## src/rtl/iob_bus_arbiter_if.sv

```systemverilog
// Native-bus bundle around the two-master/one-slave arbiter.
// The master modport is the arbiter's view; the slave modport is the view of the surrounding masters and memory.
interface iob_bus_arbiter_if #(
  parameter int ADDR_W = 32,
  parameter int DATA_W = 32
);
  logic                  m0_valid;
  logic [ADDR_W-1:0]     m0_addr;
  logic [DATA_W-1:0]     m0_wdata;
  logic [DATA_W/8-1:0]   m0_wstrb;
  logic [DATA_W-1:0]     m0_rdata;
  logic                  m0_ready;

  logic                  m1_valid;
  logic [ADDR_W-1:0]     m1_addr;
  logic [DATA_W-1:0]     m1_wdata;
  logic [DATA_W/8-1:0]   m1_wstrb;
  logic [DATA_W-1:0]     m1_rdata;
  logic                  m1_ready;

  logic                  s_valid;
  logic [ADDR_W-1:0]     s_addr;
  logic [DATA_W-1:0]     s_wdata;
  logic [DATA_W/8-1:0]   s_wstrb;
  logic [DATA_W-1:0]     s_rdata;
  logic                  s_ready;
  logic                  busy;

  modport master (
    input  m0_valid, m0_addr, m0_wdata, m0_wstrb,
    output m0_rdata, m0_ready,
    input  m1_valid, m1_addr, m1_wdata, m1_wstrb,
    output m1_rdata, m1_ready,
    output s_valid, s_addr, s_wdata, s_wstrb,
    input  s_rdata, s_ready,
    output busy
  );

  modport slave (
    output m0_valid, m0_addr, m0_wdata, m0_wstrb,
    input  m0_rdata, m0_ready,
    output m1_valid, m1_addr, m1_wdata, m1_wstrb,
    input  m1_rdata, m1_ready,
    input  s_valid, s_addr, s_wdata, s_wstrb,
    output s_rdata, s_ready,
    input  busy
  );
endinterface

```

## src/rtl/iob_bus_arbiter.sv

```systemverilog
// Two-master (instruction/data) to one-slave native-bus arbiter, one transaction outstanding.
// RR=1 alternates on ties; RR=0 gives the data master (m1) fixed priority.
module iob_bus_arbiter #(
  parameter int ADDR_W = 32,
  parameter int DATA_W = 32,
  parameter int RR     = 1
) (
  input  logic              clk,
  input  logic              resetn,
  iob_bus_arbiter_if.master bus
);
  localparam int STRB_W = DATA_W / 8;

  typedef enum logic {IDLE, BUSY} state_t;

  state_t              state_q, state_d;
  logic                grant_q, grant_d;
  logic                last_grant_q, last_grant_d;
  logic [ADDR_W-1:0]   s_addr_q, s_addr_d;
  logic [DATA_W-1:0]   s_wdata_q, s_wdata_d;
  logic [STRB_W-1:0]   s_wstrb_q, s_wstrb_d;
  logic                sel;
  logic                done;

  always_ff @(posedge clk or negedge resetn) begin
    if (!resetn) begin
      state_q      <= IDLE;
      grant_q      <= 1'b0;
      last_grant_q <= 1'b1;
      s_addr_q     <= '0;
      s_wdata_q    <= '0;
      s_wstrb_q    <= '0;
    end else begin
      state_q      <= state_d;
      grant_q      <= grant_d;
      last_grant_q <= last_grant_d;
      s_addr_q     <= s_addr_d;
      s_wdata_q    <= s_wdata_d;
      s_wstrb_q    <= s_wstrb_d;
    end
  end

  always_comb begin
    state_d      = state_q;
    grant_d      = grant_q;
    last_grant_d = last_grant_q;
    s_addr_d     = s_addr_q;
    s_wdata_d    = s_wdata_q;
    s_wstrb_d    = s_wstrb_q;

    // Single requester wins outright; a tie goes to the non-last master or to m1.
    if (bus.m0_valid && bus.m1_valid) begin
      sel = (RR != 0) ? ~last_grant_q : 1'b1;
    end else begin
      sel = bus.m1_valid;
    end

    case (state_q)
      IDLE: begin
        if (bus.m0_valid || bus.m1_valid) begin
          state_d      = BUSY;
          grant_d      = sel;
          last_grant_d = sel;
          s_addr_d     = sel ? bus.m1_addr  : bus.m0_addr;
          s_wdata_d    = sel ? bus.m1_wdata : bus.m0_wdata;
          s_wstrb_d    = sel ? bus.m1_wstrb : bus.m0_wstrb;
        end
      end
      BUSY: begin
        if (bus.s_ready) begin
          state_d = IDLE;
        end
      end
      default: state_d = IDLE;
    endcase
  end

  // Response steering is combinational so ready lands in the slave's s_ready cycle.
  assign done         = (state_q == BUSY) && bus.s_ready;
  assign bus.m0_ready = done && !grant_q;
  assign bus.m1_ready = done && grant_q;
  assign bus.m0_rdata = bus.m0_ready ? bus.s_rdata : '0;
  assign bus.m1_rdata = bus.m1_ready ? bus.s_rdata : '0;

  assign bus.s_valid  = (state_q == BUSY);
  assign bus.busy     = (state_q == BUSY);
  assign bus.s_addr   = s_addr_q;
  assign bus.s_wdata  = s_wdata_q;
  assign bus.s_wstrb  = s_wstrb_q;
endmodule

```

## src/flat_wrapper.sv

```systemverilog
// flat-port wrapper written by rule: the top's interface ports become plain ports
module iob_bus_arbiter_flat 
#(
  parameter int ADDR_W = 32,
  parameter int DATA_W = 32,
  parameter int RR     = 1
)
  (clk, resetn, bus_m0_valid, bus_m0_addr, bus_m0_wdata, bus_m0_wstrb, bus_m0_rdata, bus_m0_ready, bus_m1_valid, bus_m1_addr, bus_m1_wdata, bus_m1_wstrb, bus_m1_rdata, bus_m1_ready, bus_s_valid, bus_s_addr, bus_s_wdata, bus_s_wstrb, bus_s_rdata, bus_s_ready, bus_busy);
  iob_bus_arbiter_if #(.ADDR_W(ADDR_W), .DATA_W(DATA_W)) bus_i ();
  input  logic clk;
  input  logic resetn;
  input wire logic [$bits(bus_i.m0_valid)-1:0] bus_m0_valid;
  input wire logic [$bits(bus_i.m0_addr)-1:0] bus_m0_addr;
  input wire logic [$bits(bus_i.m0_wdata)-1:0] bus_m0_wdata;
  input wire logic [$bits(bus_i.m0_wstrb)-1:0] bus_m0_wstrb;
  output wire logic [$bits(bus_i.m0_rdata)-1:0] bus_m0_rdata;
  output wire logic [$bits(bus_i.m0_ready)-1:0] bus_m0_ready;
  input wire logic [$bits(bus_i.m1_valid)-1:0] bus_m1_valid;
  input wire logic [$bits(bus_i.m1_addr)-1:0] bus_m1_addr;
  input wire logic [$bits(bus_i.m1_wdata)-1:0] bus_m1_wdata;
  input wire logic [$bits(bus_i.m1_wstrb)-1:0] bus_m1_wstrb;
  output wire logic [$bits(bus_i.m1_rdata)-1:0] bus_m1_rdata;
  output wire logic [$bits(bus_i.m1_ready)-1:0] bus_m1_ready;
  output wire logic [$bits(bus_i.s_valid)-1:0] bus_s_valid;
  output wire logic [$bits(bus_i.s_addr)-1:0] bus_s_addr;
  output wire logic [$bits(bus_i.s_wdata)-1:0] bus_s_wdata;
  output wire logic [$bits(bus_i.s_wstrb)-1:0] bus_s_wstrb;
  input wire logic [$bits(bus_i.s_rdata)-1:0] bus_s_rdata;
  input wire logic [$bits(bus_i.s_ready)-1:0] bus_s_ready;
  output wire logic [$bits(bus_i.busy)-1:0] bus_busy;
  assign bus_i.m0_valid = bus_m0_valid;
  assign bus_i.m0_addr = bus_m0_addr;
  assign bus_i.m0_wdata = bus_m0_wdata;
  assign bus_i.m0_wstrb = bus_m0_wstrb;
  assign bus_m0_rdata = bus_i.m0_rdata;
  assign bus_m0_ready = bus_i.m0_ready;
  assign bus_i.m1_valid = bus_m1_valid;
  assign bus_i.m1_addr = bus_m1_addr;
  assign bus_i.m1_wdata = bus_m1_wdata;
  assign bus_i.m1_wstrb = bus_m1_wstrb;
  assign bus_m1_rdata = bus_i.m1_rdata;
  assign bus_m1_ready = bus_i.m1_ready;
  assign bus_s_valid = bus_i.s_valid;
  assign bus_s_addr = bus_i.s_addr;
  assign bus_s_wdata = bus_i.s_wdata;
  assign bus_s_wstrb = bus_i.s_wstrb;
  assign bus_i.s_rdata = bus_s_rdata;
  assign bus_i.s_ready = bus_s_ready;
  assign bus_busy = bus_i.busy;
  iob_bus_arbiter #(.ADDR_W(ADDR_W), .DATA_W(DATA_W), .RR(RR)) u_core (.clk(clk), .resetn(resetn), .bus(bus_i));
endmodule
```

## config.mk

```make
export PLATFORM = sky130hd
export DESIGN_NAME = iob_bus_arbiter_flat
export DESIGN_NICKNAME = d
export VERILOG_FILES = /design/src/rtl/iob_bus_arbiter_if.sv /design/src/rtl/iob_bus_arbiter.sv /design/src/flat_wrapper.sv
export SDC_FILE = /design/constraint.sdc
export NUM_CORES = 1
export LEC_CHECK = 0
export CORE_AREA = 4 4 117 119
export CTS_CLUSTER_SIZE = 25
export DETAILED_ROUTE_END_ITERATION = 16
export DIE_AREA = 0 0 121 123
export PLACE_DENSITY_LB_ADDON = 0.25
export SYNTH_ARGS = -nofsm -noshare
export SYNTH_HDL_FRONTEND = slang
export SYNTH_SLANG_ARGS = --single-unit
```

## constraint.sdc

```tcl
create_clock -name clk -period 2.4 [get_ports clk]
set_clock_uncertainty 0.05 [all_clocks]
set_input_delay 0.48 -clock clk [delete_from_list [all_inputs] [get_ports clk]]
set_output_delay 0.48 -clock clk [all_outputs]
set_load 0.01 [all_outputs]
```

# Yosys cells after proc, flatten, opt, wreduce, memory -nomap -nowiden
# Index checks and enable logic that the tools add are counted.
# classes
reduce_logical,7
muxes,9
bitwise_logic,2
# op_table
cell,count
$mux W32,4
$logic_and A1 B1 Y1,4
$mux W4,1
$mux W1,3
$not A1 Y1,2
$pmux W1 S2,1
$reduce_and A2 Y1,1
$logic_not A1 Y1,1
$logic_or A1 B1 Y1,1
# word_totals
inputBits,173
register_bits,71
output_inout_bits,136
word_cells,24

# Longest topological paths before layout
# Gate-level depths: netlist of the first run.
# logic_depth
depth_word,3
mapped_depth,6
ltp_nobuf,3

# Worst setup path before layout of the first run
# OpenSTA, ideal clock, no wires.
# synth_timing
kind,reg-to-output
start,"reg u_core.state_q, in the netlist u_core.bus.busy"
end,out bus_m0_rdata[10]
slack_ns,0.719
stages_incl_launch_ff,5
t_required_ns,1.870
arrival_time_ns,1.151
path_buffers,1
path_cell_list,dfrtp_1 -> nand2_1 -> nor2_1 -> clkbuf_1 -> and2_1
# synth_between
elab_chain_len,3
# synth_rtl
item,line,rtl
from (decl),iob_bus_arbiter.sv:16,"state_t state_q, state_d;"
from (signal assigned),iob_bus_arbiter.sv:34,state_q <= state_d;
$logic_and A1 B1 Y1,iob_bus_arbiter.sv:79,assign done = (state_q == BUSY) && bus.s_ready;
$logic_and A1 B1 Y1,iob_bus_arbiter.sv:80,assign bus.m0_ready = done && !grant_q;
$mux W32,iob_bus_arbiter.sv:82,assign bus.m0_rdata = bus.m0_ready ? bus.s_rdata : '0;
to (decl),flat_wrapper.sv:16,output wire logic [$bits(bus_i.m0_rdata)-1:0] bus_m0_rdata;
# Every way passes these cells.

# Worst setup path in the final report of the first run
# layout_timing
start,in bus_s_ready
end,out bus_m0_rdata[18]
# layout_between
elab_chain_len,3
# layout_rtl
item,line,rtl
from (decl),flat_wrapper.sv:29,input wire logic [$bits(bus_i.s_ready)-1:0] bus_s_ready;
$logic_and A1 B1 Y1,iob_bus_arbiter.sv:79,
$logic_and A1 B1 Y1,iob_bus_arbiter.sv:80,
$mux W32,iob_bus_arbiter.sv:82,
# Every way passes these cells.

==> out/results.ini, run 1 <==
[run_status]
status=finished, final reports clean

[synth]
synth_top_area_cell=dfrtp_1
syn_area_per_cell_um2=8.01
synth-main-ff-cell=dfrtp_1
synth.area.top_cells=dfrtp_1 (48%), nand2_1 (14%), a31oi_1 (12%)
synth_top_area_share_pct=47.9
synth_edf_count=0
ys_seq_area_share_pct=48.6
async_flop_share_pct=100
synthDistinctLibCells=17
synth_seq_cells=71
synth_fp_nets=629
ys_top_cells_by_count=nand2_1 (137), dfrtp_1 (70), nor2_1 (70)
ys_warn_count=0
netlist_instances=456
syn_area_um2=3650
synthMostInstantiatedCell=nand2_1

[grt]
antenna_found_initial=0
grt_pass1_vias=4304
grt_usage_pct=19.2
overflow=0
grt_start_max_net_pins=73
grt_pass1_wl_um=22800

[setup_path]
cp_max_fo=17
r2r_cells=4
start_kind=input pin
worst_setup_path_end_kind=output port
crit_path_start=bus_s_ready
r2r_start=u_core.last_grant_q
worstPathRequired_ps=1870
crit_type=input pin to output port
arrival_ps=1810

[clock_tree]
clock_sinks=71
cts.htree.levels=3
clk_latency_ps=320
cts_inserted_buffers=9
clk_path_buf_depth=2
cts_tree=built
cts.clk_slew.worst_paths_ps=60
clock-root-buffer=clkbuf_16

[run]
max_cap_viol_count=0

[floorplanning]
rows=41
dieArea_um2=14900
pin_count=309
core_um2=12600
die_h_um=123
start_util_pct=29.1
dieWidth_um=121

[place]
gp_congestion=0.843
placed_area_um2=6910
port_buffers=308
dpl.hpwl_um=11300

[route]
vias=4250
dr.pass1.iters=6
antenna_left=0
totalWireLength_um=15000
post-route-drc-count=0
drtIter0Drc=235
wl_per_cell_um=16.3
viasPerCell=4.60

[finish]
area_growth_pct=96.8
nets=921
final_util_pct=57.2
final_area_um2=7190
antenna_cells=0
drive_gt1_share_pct=4.52

[timing]
finalMaxSlewViolations=0
whs_ps=29.1
post-route-min-period_ps=2340
slew_headroom_pct=73.7
tightest_slew_ps=395
setup_viol_count_final=0
max_clock_freq_ghz=0.427
hold_viol=0
post-route-period-util_pct=97.7

[pwr]
cellLeakagePower_nw=3.14
p_clk_share_pct=26.8
power_frac_seq_pct=33.4
intPower_w=0.00347
sw_frac_of_total_pct=30.1
power.net_switching_w=0.00150
vdd_drop_max_mv=0.316
p_per_area_nw_per_um2=691
p_comb_share_pct=39.8
power_w=0.00497

[worst_hold_path]
hold_path.class=input pin to async pin

power by group through the flow:
| stage | sequential, W | clock (W) | combinational (W) |
|---|---|---|---|
| 6_report | 0.00166 | 0.00133 | 0.00198 |
| 5_1_grt | 0.00170 | 0.00142 | 0.00214 |
| 4_1_cts | 0.00166 | 0.00137 | 0.00198 |
| 3_5_place_dp | 0.00168 | 0 | 0.00203 |
| 3_3_place_gp | 0.00166 | 0 | 0.00201 |
| 2_1_floorplan | 0.00182 | 0 | 0.000647 |
state kept, by name (all words and copies together), names as in the netlist:
signal / count
u_core.bus.s_addr: 32
u_core.grant_q: 1
u_core.last_grant_q: 1
u_core.bus.s_wdata: 32
u_core.bus.s_wstrb: 4
u_core.bus.busy: 1
area by class of cell:
class	count	area, µm²
Timing Repair Buffer	318	3200
Sequential cell	71	1780
Tap cell	172	215
Clock buffer	12	256
Inverter	2	7.51
Fill cell	1155	5380
Multi-Input combinational cell	346	1690
Clock inverter	3	42.5
layout by cell type (no fill, tap or decap), drive strengths merged:
cell,n
buf,10
clkinv,1
a21boi,1
o21ba,1
dfstp,1
and2,64
a21oi,1
o31a,1
dfrtp,70
bufinv,1
clkbuf,15
clkdlybuf4s15,24
a21bo,1
a31oi,69
inv,2
clkdlybuf4s50,241
o22ai,1
nand2,137
nor2,70
dlygate4sd2,40
clkinvlp,1
through the flow:
step                TNS [ps]  std cells  setup WS [ps]
floorplan                  0        456            719
global placement      -14250        908           -248
detailed placement    -14200        908           -254
CTS                        0        923           35.4
global route            -225        924          -15.9
finish                     0        924           56.2
final timing paths:
| path | slack [ps] | to |
|---|---|---|
| worst max-delay path | 60 | bus_m0_rdata[18] |
| worst min-delay path | 30 | u_core.bus.s_addr[10] |
| worst max register to register | 870 | u_core.bus.s_wdata[19] |
| worst min register to register | 500 | u_core.bus.s_addr[17] |
| max in group asynchronous | 1680 | u_core.bus.s_addr[16] |
| min in group clk | 500 | u_core.bus.s_addr[17] |
per-layer routing:
metal	GRT usage (%)	vias up	part of all wire, %
met5	0	-	0
met4	4.39	0	1.2
met3	7.50	13	11
met2	35.1	222	52
met1	21.1	1945	36
li1	-	2070	-
logic make-up (layout without fill, tap and decap cells):
| family | count (synthesis) | after routing | share of synthesized area, % |
|---|---|---|---|
| AND/OR/NAND/NOR | 271 | 271 | 32.2 |
| AO/OA/AOI/OAI | 75 | 75 | 13.2 |
| flip-flops | 71 | 71 | 48.6 |
| buffers and inverters | 39 | 335 | 5.92 |
worst max-delay path: stages:
cell and delay [ps]:
clkdlybuf4s50_1 470, nand2_2 100, nor2_4 190, buf_12 160, and2_1 130, dlygate4sd2_1 280
repair_timing:
action                     CTS  global route
resized for setup           68            31
setup endpoints to repair   66            37
cloned                       0             1
buffers inserted             0             0
pin swaps                    0             1
hold buffers                 0             0
No activity file was read; power rests on OpenSTA's default activity.
==> run 2, diff against run 1 <==
Settings changed: SLEW_MARGIN set to 20.
==> results of run 2 <==
No change in the layout: final DEF, timing and power equal those of run 1.
==> run 3, diff against run 2 <==
Settings changed: CELL_PAD_IN_SITES_DETAIL_PLACEMENT set to 1, CELL_PAD_IN_SITES_GLOBAL_PLACEMENT set to 2, CORE_AREA 4 4 117 119 to not set, CORE_MARGIN set to 4, CORE_UTILIZATION set to 17, DIE_AREA 0 0 121 123 to not set.
==> run 3 against run 2 <==
Compared with the run above: critical path depth grew 1; non-clock buffer count grew 11; sequential share of layout area shrank 0.20 points; die area grew 61%; register-to-register slack gained 30 ps; sequential cell count is the same; global-route usage shrank 4.9 points; first-iteration DRC count shrank 41%; final cell count grew 12%; utilization shrank 23 points.
==> out/results.ini, run 3 (synthesized netlist as in run 1, its figures left out) <==
[run]
max_cap_viol_count=0  ; unchanged

[timing]
whs_ps=23.8  ; -5.27 ps
setup_ws_ps=77.0  ; +20.8 ps
rsz0062_at_grt=false
max_clock_freq_ghz=0.430  ; +0.90%
tightest_slew_ps=427  ; +32.3 ps
finalMaxSlewViolations=0  ; unchanged
hold_viol=0  ; unchanged
post-route-period-util_pct=96.8  ; -0.87 points
setup_viol_count_final=0  ; unchanged
slew_headroom_pct=71.5  ; -2.2 points
post-route-min-period_ps=2320  ; -20.8 ps

[run_status]
status=finished, final reports clean

[route]
vias=4388  ; +3.2%
antenna_left=0  ; unchanged
dr.pass1.iters=4  ; -2
drtIter0Drc=139  ; -41%
viasPerCell=4.22  ; -8.2%
wl_per_cell_um=16.9  ; +4.0%
post-route-drc-count=0  ; unchanged
totalWireLength_um=17600  ; +17%

[worst_hold_path]
hold_path.class=input pin to async pin

[grt]
antenna_found_initial=0  ; unchanged
grt_usage_pct=14.4  ; -4.9 points
grt_pass1_vias=4841  ; +12%
grt_start_max_net_pins=69  ; -5.5%
grt_pass1_wl_um=27200  ; +20%
overflow=0  ; unchanged

[floorplanning]
rows=53  ; +29%
dieWidth_um=155  ; +28%
dieArea_um2=23900  ; +61%
die_h_um=155  ; +26%
start_util_pct=17.3  ; -12 points
pin_count=309  ; unchanged
core_um2=21100  ; +68%

[finish]
antenna_cells=0  ; unchanged
final_area_um2=7250  ; +0.82%
mostFrequentLayoutCell=clkdlybuf4s50_1
drive_gt1_share_pct=9.69  ; +5.2 points
final_util_pct=34.4  ; -23 points
area_growth_pct=98.4
layout_common_cells=clkdlybuf4s50_1 (241), nand2_1 (136), dfrtp_1 (70), a31oi_1 (69), nor2_1 (68)
nets=932  ; +1.2%

[pwr]
cellLeakagePower_nw=3.12  ; -0.63%
power_w=0.00492  ; -1.1%
vdd_drop_max_mv=0.238  ; -25%
p_clk_share_pct=24.7  ; -2.1 points
intPower_w=0.00333  ; -4.1%
sw_frac_of_total_pct=32.2  ; +2.1 points
power.net_switching_w=0.00158  ; +5.8%
p_comb_share_pct=41.3  ; +1.5 points
p_per_area_nw_per_um2=678  ; -1.9%
power_frac_seq_pct=33.9  ; +0.5 points

[clock_tree]
cts.htree.levels=3  ; unchanged
clock_sinks=71  ; unchanged
cts_tree=built
clk_path_buf_depth=2  ; unchanged
clock-root-buffer=clkbuf_16
clk_latency_ps=330  ; about the same
cts_inserted_buffers=9  ; unchanged
cts.clk_slew.worst_paths_ps=60  ; about the same

[place]
dpl.hpwl_um=13200  ; +17%
dp_slack_ps=-274  ; -20.0 ps
port_buffers=308  ; unchanged
placed_area_um2=7070  ; +2.3%
gp_congestion=0.828  ; -1.8%

[setup_path]
cp_max_fo=8  ; -9
start_kind=input pin
crit_type=input pin to output port
r2r_cells=5  ; +1
path_cells=clkdlybuf4s50_1, nand2_2, nor2_4, buf_4, buf_6, and2_1, dlygate4sd2_1
cp_slowest_cell=clkdlybuf4s50_1
r2r-end=u_core.bus.s_addr[5]
critPathMaxStageDelay_ps=470  ; about the same
worstPathRequired_ps=1870  ; about the same
arrival_ps=1790  ; -20 ps
crit_path_start=bus_s_ready
worst_setup_path_end_kind=output port
r2r_start=u_core.bus.busy
r2r_slack_ps=900  ; +30 ps

-- run 3: worst max-delay path by stage --
stage                       end  slack (ps)  depth (start not counted)
6_report       bus_m0_rdata[28]          80                          7
5_1_grt        bus_m0_rdata[21]           1                          7
4_1_cts        bus_m0_rdata[22]           2                          7
3_5_place_dp   bus_m1_rdata[28]        -270                          6
3_3_place_gp   bus_m1_rdata[28]        -260                          6
2_1_floorplan  bus_m0_rdata[10]         720                          4
-- run 3: power groups by stage --
stage	combinational (W)	clock, W	sequential, W
after global routing	0.00222	0.00133	0.00171
after floorplan	0.000647	0	0.00182
after global placement	0.00207	0	0.00168
final	0.00203	0.00122	0.00167
after detailed placement	0.00210	0	0.00169
after CTS	0.00209	0.00128	0.00167
-- run 3: what timing repair did --
action,CTS,global route
cloned,2,0
setup buffers,5,1
endpoints found under the hold margin,0,0
resized for setup,89,64
hold buffers,0,0
setup endpoints to repair,66,40
-- run 3: per-stage QoR --
stage	instances	TNS, ps
after detailed placement	1015	-15060
final	1039	0
after global routing	1039	0
after floorplan	456	0
after CTS	1038	0
after global placement	1015	-14370
-- run 3: per-layer routing --
| layer | vias up | GRT usage, % | share of wire, % | wire (µm) |
|---|---|---|---|---|
| met2 | 211 | 24.7 | 49 | 8640 |
| met3 | 14 | 5.26 | 9.6 | 1700 |
| met4 | 0 | 3.91 | 1.4 | 244 |
| li1 | 2094 | - | - | - |
| met5 | - | 0 | 0 | 0 |
| met1 | 2069 | 16.9 | 40 | 6990 |
-- run 3: final cells by class --
class,instances,area [µm²]
fillers,2504,13800
repair buffers,329,3170
flip-flops and latches,71,1780
multi-input cells,346,1690
well taps,275,344
clock buffers,12,236
clock inverters,4,22.5
inverters,2,7.51
-- run 3: worst max-delay path, delay by kind of cell --
family | cells | cell delay, ps
buffers and inverters | 4 | 970
AND/OR/NAND/NOR | 3 | 330
